--- src/rtl/tis100_stream_src.sv ---
// ROM-backed input stream for the tis100 grid: offers each stored word, saturated to
// [-999,+999], on a node's input port using the four-phase valid/ack port handshake.
module tis100_stream_src #(
    parameter int   DEPTH    = 39,
    parameter int   ADDR_W   = 6,
    parameter bit   LOOP     = 1'b0,
    // Packed ROM image, word i at bits [16*i +: 16], 16-bit two's complement.
    parameter logic [16*((DEPTH > 0) ? DEPTH : 1)-1:0] ROM_INIT = '0
) (
    input  logic              clk,
    input  logic              resetN,
    input  logic              enable,
    output logic [14:0]       portOut,
    input  logic [14:0]       portIn,
    output logic [ADDR_W-1:0] index,
    output logic [10:0]       lastValue,
    output logic              done,
    output logic [1:0]        state_dbg
);
    localparam int ROM_D = (DEPTH > 0) ? DEPTH : 1;
    localparam logic [ADDR_W-1:0] END_IDX  = ADDR_W'(DEPTH);
    localparam logic [ADDR_W-1:0] LAST_IDX = ADDR_W'(DEPTH - 1);

    // Handshake: valid (portOut[11]) rises only from IDLE/RELEASE with enable high and
    // is held with stable data until an edge with ack (portIn[12]) high; the source then
    // drops valid and waits for ack to fall before the next offer.
    typedef enum logic [1:0] {IDLE, SEND, RELEASE, DONE} state_t;

    state_t      state, state_next;
    logic [10:0] data_q;
    logic [15:0] rom_word;
    logic [10:0] sat_word;
    logic [ADDR_W-1:0] index_inc;
    logic        ack;
    logic        at_end;
    logic        unused_port_bits;

    assign ack              = portIn[12];
    assign unused_port_bits = ^{portIn[14:13], portIn[11:0]};
    assign at_end           = !LOOP && (index == END_IDX);
    assign index_inc        = (LOOP && index == LAST_IDX) ? '0 : index + ADDR_W'(1);

    always_comb begin
        rom_word = '0;
        for (int i = 0; i < ROM_D; i++) begin
            if (index == ADDR_W'(i)) rom_word = ROM_INIT[16*i +: 16];
        end
    end

    always_comb begin
        if ($signed(rom_word) > 16'sd999)       sat_word = 11'h3E7;
        else if ($signed(rom_word) < -16'sd999) sat_word = 11'h419;
        else                                    sat_word = rom_word[10:0];
    end

    always_comb begin
        state_next = state;
        unique case (state)
            IDLE: begin
                if (at_end)      state_next = DONE;
                else if (enable) state_next = SEND;
            end
            SEND: begin
                if (ack) state_next = RELEASE;
            end
            RELEASE: begin
                if (!ack) begin
                    if (at_end)      state_next = DONE;
                    else if (enable) state_next = SEND;
                    else             state_next = IDLE;
                end
            end
            DONE:    state_next = DONE;
            default: state_next = IDLE;
        endcase
    end

    always_ff @(posedge clk) begin
        if (!resetN) begin
            state     <= IDLE;
            data_q    <= '0;
            index     <= '0;
            lastValue <= '0;
        end else begin
            state <= state_next;
            // Latch the word once on offer entry so it stays stable under backpressure.
            if (state_next == SEND && state != SEND) data_q <= sat_word;
            if (state == SEND && ack) begin
                lastValue <= data_q;
                index     <= index_inc;
            end
        end
    end

    assign portOut   = {3'b000, (state == SEND), (state == SEND) ? data_q : 11'd0};
    assign done      = (state == DONE);
    assign state_dbg = state;
endmodule
--- config.mk ---
export PLATFORM = sky130hd
export DESIGN_NAME = tis100_stream_src
export DESIGN_NICKNAME = d
export VERILOG_FILES = /design/src/rtl/tis100_stream_src.sv
export SDC_FILE = /design/constraint.sdc
export NUM_CORES = 1
export LEC_CHECK = 0
export CAP_MARGIN = 20
export CORE_MARGIN = 2
export CORE_UTILIZATION = 30
export CTS_CLUSTER_SIZE = 8
export DETAILED_ROUTE_END_ITERATION = 8
export GPL_TIMING_DRIVEN = 0
export PLACE_DENSITY = 0.78
export SLEW_MARGIN = 20
export SYNTH_ARGS = -nofsm -noshare
export SYNTH_HDL_FRONTEND = slang
export SYNTH_SLANG_ARGS = --single-unit
--- constraint.sdc ---
create_clock -name clk -period 3.1 [get_ports clk]
set_input_delay 0.93 -clock clk [delete_from_list [all_inputs] [get_ports clk]]
set_output_delay 0.93 -clock clk [all_outputs]
set_load 0.02 [all_outputs]
## After elaboration in Yosys (flattened, before gate mapping)

Cells that the tools add are included.

- Add/subtract/negate cells: 1
- Eq/ne operators: 7
- Muxes and demuxes: 7
- Reductions and logical operators: 3

Operator list:

| cell | number |
|---|---|
| 2-bit 2-to-1 mux | 5 |
| 2-bit one-hot mux with 4 select lines | 1 |
| 6-bit by 1-bit adder with 6-bit output (second input constant) | 1 |
| 6-bit == test (second input constant) | 1 |
| 2-bit == test (second input constant) | 2 |
| 3-bit inequality test (second input constant) | 1 |
| 3-bit AND reduction | 1 |
| 2-bit by 1-bit == test with 1-bit output (second input constant) | 1 |
| 2-bit logical NOT | 1 |
| 2-bit by 1-bit inequality test with 1-bit output (second input constant) | 1 |
| 2-bit inequality test (second input constant) | 1 |
| 1-bit logical AND | 1 |
| 1-bit 2-to-1 mux | 1 |

- Bits in registers: 8
- Input port bits: 18
- Output and inout bits: 35
- Word-level logic and storage cells: 20

## Logic depth before layout (Yosys ltp)

Gate-level depths: netlist of run 1.

- Depth after elaboration: 4
- Depth in mapped cells: 4
- Mapped depth without buffers: 4

## Worst setup path after synthesis of run 1

No wires, ideal clock.

- Path kind: register to output
- Start point: register state[0], in the netlist state_dbg[0]
- End point: output done
- Data arrival time: 0.976 ns
- Required time: 2.170 ns
- Path slack: 1.194 ns
- Stages on the path, launching flop included: 3
- Path buffers: 0
- Path through: dfxtp_1 -> inv_1 -> nor2_1

- Word-level cells in the longest chain between the ends: 1

RTL lines:

| what | RTL line | text |
|---|---|---|
| start: declaration | 29 | `state_t state, state_next;` |
| start signal: assignment | 85 | `state <= state_next;` |
| 2-bit == test | 96 | `assign done = (state == DONE);` |
| end: declaration | 17 | `output logic done,` |

No other way between the ends.

## Worst setup path in the final report of run 1

Same ends and word-level chain as after synthesis.

==> metrics.md, run 1 <==
| Metric | Value |
|---|---|
| Io pins | `53` |
| Total CTS buffers | `3` |
| FP Rows | `16` |
| Post-Synthesis Cell Area | `between 500 and 600 µm²` |
| First DRT Iteration DRCs | `31` |
| Inserted Diodes | `0` |
| # H-tree levels | `1` |
| GPL Wtd Cong | `~0.75` |
| Setup TNS Final | `0 ps` |
| Required time of the critical path | `around 2200 ps` |
| Top post-synthesis cells by area | `buf_4 32%, dfxtp_1 27%, nand3b_4 3.4%, nand4b_1 3.0%, xnor2_1 3.0%` |
| Initial antenna violation count | `0` |
| Flop pwr share | `0.390` |
| Worst skew pair latency | `around 260 ps` |
| Nets | `128` |
| Min Tclk post-route | `roughly 2500 ps` |
| DP Cell Count | `131` |
| Combinational Power Share | `0.321` |
| Reg clk slew, reported paths | `~60 ps` |
| Number of flops mapped to enable cells by yosys | `0` |
| Post-CTS Resized | `0` |
| Commonest cells post-synth | `25 x buf_4, 8 x dfxtp_1, 3 x nand2_1` |
| Yosys warns | `0` |
| Leak Pwr | `roughly 0.43 nW` |
| Net switching power figure | `around 0.094 mW` |
| Post-CTS Repair Setup Buffers | `0` |
| First-pass GRT wire length | `between 1500 and 2000 µm` |
| Int Power | `a little under 0.2 mW` |
| # setup viols final | `0` |
| Synth async-reset ratio | `0` |
| Die Ht | `48.28 µm` |
| Core Region | `1902 µm²` |
| Placed cell area | `about 840 µm²` |
| Starting Density | `0.3092` |
| Clock Power Share | `0.290` |
| RSZ-0062 raised after global routing | `no` |
| Max Fclk | `roughly 400 MHz` |
| Total grt overflow | `0` |
| Sw Ratio | `0.3278` |
| # DRC | `0` |
| DP Worst Slack | `~640 ps` |
| Worst setup margin | `about 600 ps` |
| Status | `complete, no violations` |
| Fill count | `200` |
| Peak VDD IR | `0.0002063 V` |
| P&R area growth vs syn | `47.02%` |
| CTS tree | `done` |
| Sequential standard cell area | `160.2 µm²` |
| Top-count cell post-synth | `buf_4` |
| Number of vias in the routed layout | `520` |
| Synth Register Bits | `8` |
| Clk buf depth | `2` |
| Critical Path Fanout Max | `5` |
| Num Clock Sinks | `8` |
| Antenna Nets Post-Route | `0` |
| Detail Placement HPWL | `a little over 900 µm` |
| Top FF cell, synth | `dfxtp_1` |
| Hold Fails Final Rpt | `0` |
| Synthesized instance count | `67` |
| Post-Layout Inst Area | `between 800 and 900 µm²` |
| Vias per inst | `3.881` |
| Total track usage | `0.09917` |
| Vias in the first global route | `between 300 and 400` |
| HP Class | `reg2reg` |
| Top cell type's share of synthesized area | `0.3191` |
| Synth area leader | `buf_4` |
| TritonRoute pass-1 iters | `4` |
| Critical path startpoint category | `flip-flop` |
| Sequential share of the synthesized area | `0.2723` |
| Die span in x | `around 48 µm` |
| Layout cell share with drive strength beyond 1 | `0.2991` |
| Crit path DAT | `around 1600 ps` |
| # port buffers | `13` |
| Final Non-Filler Cells | `about 130` |
| Clock tree root buffer cell | `clkbuf_4` |
| Max-slew violations | `0` |
| Syn Area/Cell | `between 8 and 9 µm²` |
| Clock Skew | `just under 9 ps` |
| Area occupied by multi-input gates | `322.8 µm²` |
| Yosys cell types | `25` |
| PwrDens | `333.3 nW/µm²` |
| CP Class | `reg2out` |
| Largest net degree at the start of global routing | `10` |
| Die area | `about 2300 µm²` |
| Crit share post-route | `0.8079` |
| Crit end category | `output port` |
| Max Cap Viol | `0` |
| Hold_buf cts | `0` |
| Detailed Route WL | `between 1000 and 1500 µm` |
| Drt wl/cell | `8.590 µm` |
final timing paths:
kind,start,endpoint,slack [ps],cells after the start
min reg2reg,index[5],index[5],520,2
max reg2reg,index[0],index[4],1730,4
min,index[5],index[5],520,2
max,state_dbg[0],done,600,3
placed cells by master, fill, tap and decap left out:
cell type,count
buf_4,25
conb_1,25
clkdlybuf4s50_1,13
dfxtp_1,8
nand2_1,3
clkbuf_4,3
inv_1,2
nor2_1,2
nand4b_1,2
xnor2_1,2
and2_1,2
nand3_1,2
o21ai_0,2
or3_2,2
a21boi_0,2
nand3b_4,1
o31ai_1,1
or4_1,1
a21boi_1,1
o211ai_1,1
o311a_2,1
mux2i_1,1
nor2b_1,1
o21bai_1,1
a21oi_1,1
a41o_1,1
ha_1,1
final cells by class:
cell class	instances	area share
clock buffers	3	0.02605
flip-flops and latches	8	0.1852
repair buffers	13	0.1505
well taps	27	0.03907
multi-input cells	56	0.3734
inverters	2	0.008683
plain buffers	25	0.2171
stage by stage:
step / utilization / power (mW) / hold slack [ps]
CTS: 0.4546 / 0.2906 / 519.3
global placement: 0.4428 / 0.2044 / 482.3
global route: 0.4546 / 0.3063 / 549.9
floorplan: - / 0.1858 / 562.2
finish: 0.4546 / 0.2882 / 518.2
detailed placement: 0.4428 / 0.2055 / 510.4
routing by layer:
layer	global-route usage	wire, µm	vias up
met5	0	0	-
met1	0.1166	446	217
met4	0.08108	13	0
li1	-	-	262
met3	0.03333	150	2
met2	0.1447	539	39
power by group through the flow:
stage	Sequential, mW	Clock [mW]	Combinational (mW)
after global placement	0.114	0	0.0902
after floorplan	0.118	0	0.0675
after detailed placement	0.115	0	0.0909
final	0.112	0.0835	0.0924
after CTS	0.112	0.0872	0.0911
after global routing	0.113	0.0934	0.0999
logic make-up (layout without fill, tap and decap cells):
group | Yosys count | count (layout) | synth area share
adders and majority gates | 1 | 1 | 0.02127
xor gates and xnor gates | 2 | 2 | 0.02979
DFF | 8 | 8 | 0.2723
buffers and inverters | 27 | 43 | 0.3319
AOI/OAI and AO/OA | 11 | 11 | 0.1383
muxes | 1 | 1 | 0.01702
and+or+nand+nor | 16 | 16 | 0.1830
other | 1 | 25 | 0.006377
registers in the layout, indices dropped and copies added (netlist names):
signal	flops
index	6
state_dbg	2
worst max-delay path: stages, from the launching register on:
cell and delay (ps):
dfxtp_1 440, inv_1 140, nor2_1 120, clkdlybuf4s50_1 610
(Power assumes the default switching activity.)
==> inputs of run 2 (changes only) <==
Settings changed: CORE_UTILIZATION 30 to 27, PLACE_DENSITY 0.78 to 0.74.
Clock period 3.1 ns to 2.3 ns, I/O delays scaled along.
==> run 2 against run 1 <==
Wire length grew 2.1%; clock skew fell by 4.2 ps; clock-buffer cell count did not move; flip-flop and latch count stayed put; sequential share of layout area is 0.11 points lower; non-clock buffer count is the same; critical path type unchanged; highest routed layer unchanged.
==> metrics.md, run 2 (synthesis gave the netlist of run 1 again) <==
| Metric | Value |
|---|---|
| Post-layout util | `0.4344` |
| # port buffers | `13` |
| Total grt overflow | `0` |
| Max Cap Viol | `0` |
| Max-slew violations | `0` |
| Status | `complete, no violations` |
| Io pins | `53` |
| Starting Density | `0.2937` |
| Leak Pwr | `roughly 0.47 nW` |
| FP Rows | `16` |
| Slowest cell on the critical path | `clkdlybuf4s50_1` |
| P&R area growth vs syn | `47.87%` |
| Num Clock Sinks | `8` |
| Number of stages on the worst setup path | `1` |
| Total track usage | `0.09491` |
| # H-tree levels | `1` |
| WHS Path Cells | `2` |
| Max Fclk | `between 400 and 500 MHz` |
| Vias in the first global route | `around 430` |
| Min Tclk post-route | `~2100 ps` |
| Layout cell share with drive strength beyond 1 | `0.2991` |
| Peak VDD IR | `around 0.0002 V` |
| Vias per inst | `approximately 3.7` |
| # setup viols final | `0` |
| Hold Fails Final Rpt | `0` |
| # DRC | `0` |
| Number of vias in the routed layout | `500` |
| Placed cell area | `around 840 µm²` |
| Detailed Route WL | `roughly 1200 µm` |
| Clock Skew | `4.579 ps` |
| Die area | `about 2600 µm²` |
| Die span in x | `roughly 51 µm` |
| CTS tree | `done` |
| Commonest non-fill, non-tap cells in the layout | `25 x buf_4, 25 x conb_1, 11 x clkdlybuf4s50_1` |
| Reg clk slew, reported paths | `60 ps` |
| First-pass GRT wire length | `1738 µm` |
| Area occupied by multi-input gates | `approximately 320 µm²` |
| Clk buf depth | `2` |
| Die Ht | `approximately 51 µm` |
| Total power | `around 0.39 mW` |
| Required time of the critical path | `about 1600 ps` |
| Inserted Diodes | `0` |
| Initial antenna violation count | `0` |
| Max reg flops | `6` |
| Antenna Nets Post-Route | `0` |
| CP max stage delay | `about 660 ps` |
| Critical path cell sequence | `clkdlybuf4s50_1` |
| Hold_buf cts | `0` |
| Crit path DAT | `1360 ps` |
| Nets | `~130` |
| HP Class | `reg2reg` |
| First DRT Iteration DRCs | `10` |
| Critical Path Fanout Max | `5` |
| Worst skew pair latency | `260 ps` |
| Top reg by flops | `index` |
| RSZ-0062 raised after global routing | `no` |
| Largest net degree at the start of global routing | `10` |
| Crit share post-route | `0.8917` |
| Post-CTS Repair Setup Buffers | `0` |
| Sequential standard cell area | `approximately 160 µm²` |
| Core Region | `2002 µm²` |
| Clock tree root buffer cell | `clkbuf_4` |
| GPL Wtd Cong | `0.7618` |
| Critical path startpoint category | `flip-flop` |
| Crit end category | `output port` |
| Worst path bufs/invs | `1` |
| CP delay by family, top | `buffers and inverters` |
| Drt wl/cell | `just under 9 µm` |
| Post-Layout Inst Area | `869.6 µm²` |
| Register-to-Register Path Depth | `4` |
| Setup TNS Final | `0 ps` |
| Total CTS buffers | `3` |
| Fill count | `between 200 and 250` |
| Detail Placement HPWL | `between 900 and 1000 µm` |
| Post-CTS Resized | `0` |
| TritonRoute pass-1 iters | `4` |
| PwrDens | `447.4 nW/µm²` |
| CP Class | `reg2out` |
run 2: changes by cell type in the layout (fill, tap and decap cells not counted), sizes merged:
| cell | change |
|---|---|
| clkdlybuf4s50 | -2 |
| dlymetal6s2s | +2 |
run 2: metal layers:
metal | global-route usage | vias to the layer above | part of all wire | routed length (µm)
li1 | - | 260 | - | -
met1 | 0.08453 | 206 | 0.37 | 440
met2 | 0.1776 | 32 | 0.50 | 586
met3 | 0.02083 | 2 | 0.11 | 133
met4 | 0.08108 | 0 | 0.014 | 16
met5 | 0 | - | 0 | 0
run 2: worst reg2reg max path: stages (launching register included):
cell      delay [ps]
dfxtp_1          400
ha_1             220
nand3_1           90
or3_2            410
a21boi_0         160
run 2: worst paths after layout:
path                start  slack, ps            to
min              index[5]        540      index[5]
min reg2reg      index[5]        540      index[5]
max reg2reg      index[0]        950      index[4]
max          state_dbg[0]        250  state_dbg[0]
run 2: layout make-up:
class,instances,area share
plain buffers,25,0.2158
clock buffers,3,0.02590
multi-input cells,56,0.3712
flip-flops and latches,8,0.1842
inverters,2,0.008633
well taps,27,0.03885
repair buffers,13,0.1554
run 2: metrics by stage:
stage / setup slack [ps] / std cells / hold slack, ps
final: 249.1 / 134 / 537.5
after CTS: 36.63 / 134 / 540.1
after global routing: 212.8 / 134 / 573.5
after floorplan: 633.6 / 91 / 562.2
after detailed placement: 98.75 / 131 / 518.9
after global placement: 164.1 / 131 / 479.7
run 2: report_power, final:
part	total, mW	switching, mW	internal (mW)	leakage, nW
Sequential	0.152	0.00798	0.144	0.0650
Combinational	0.124	0.0676	0.0568	0.387
Clock	0.113	0.0528	0.0601	0.0138
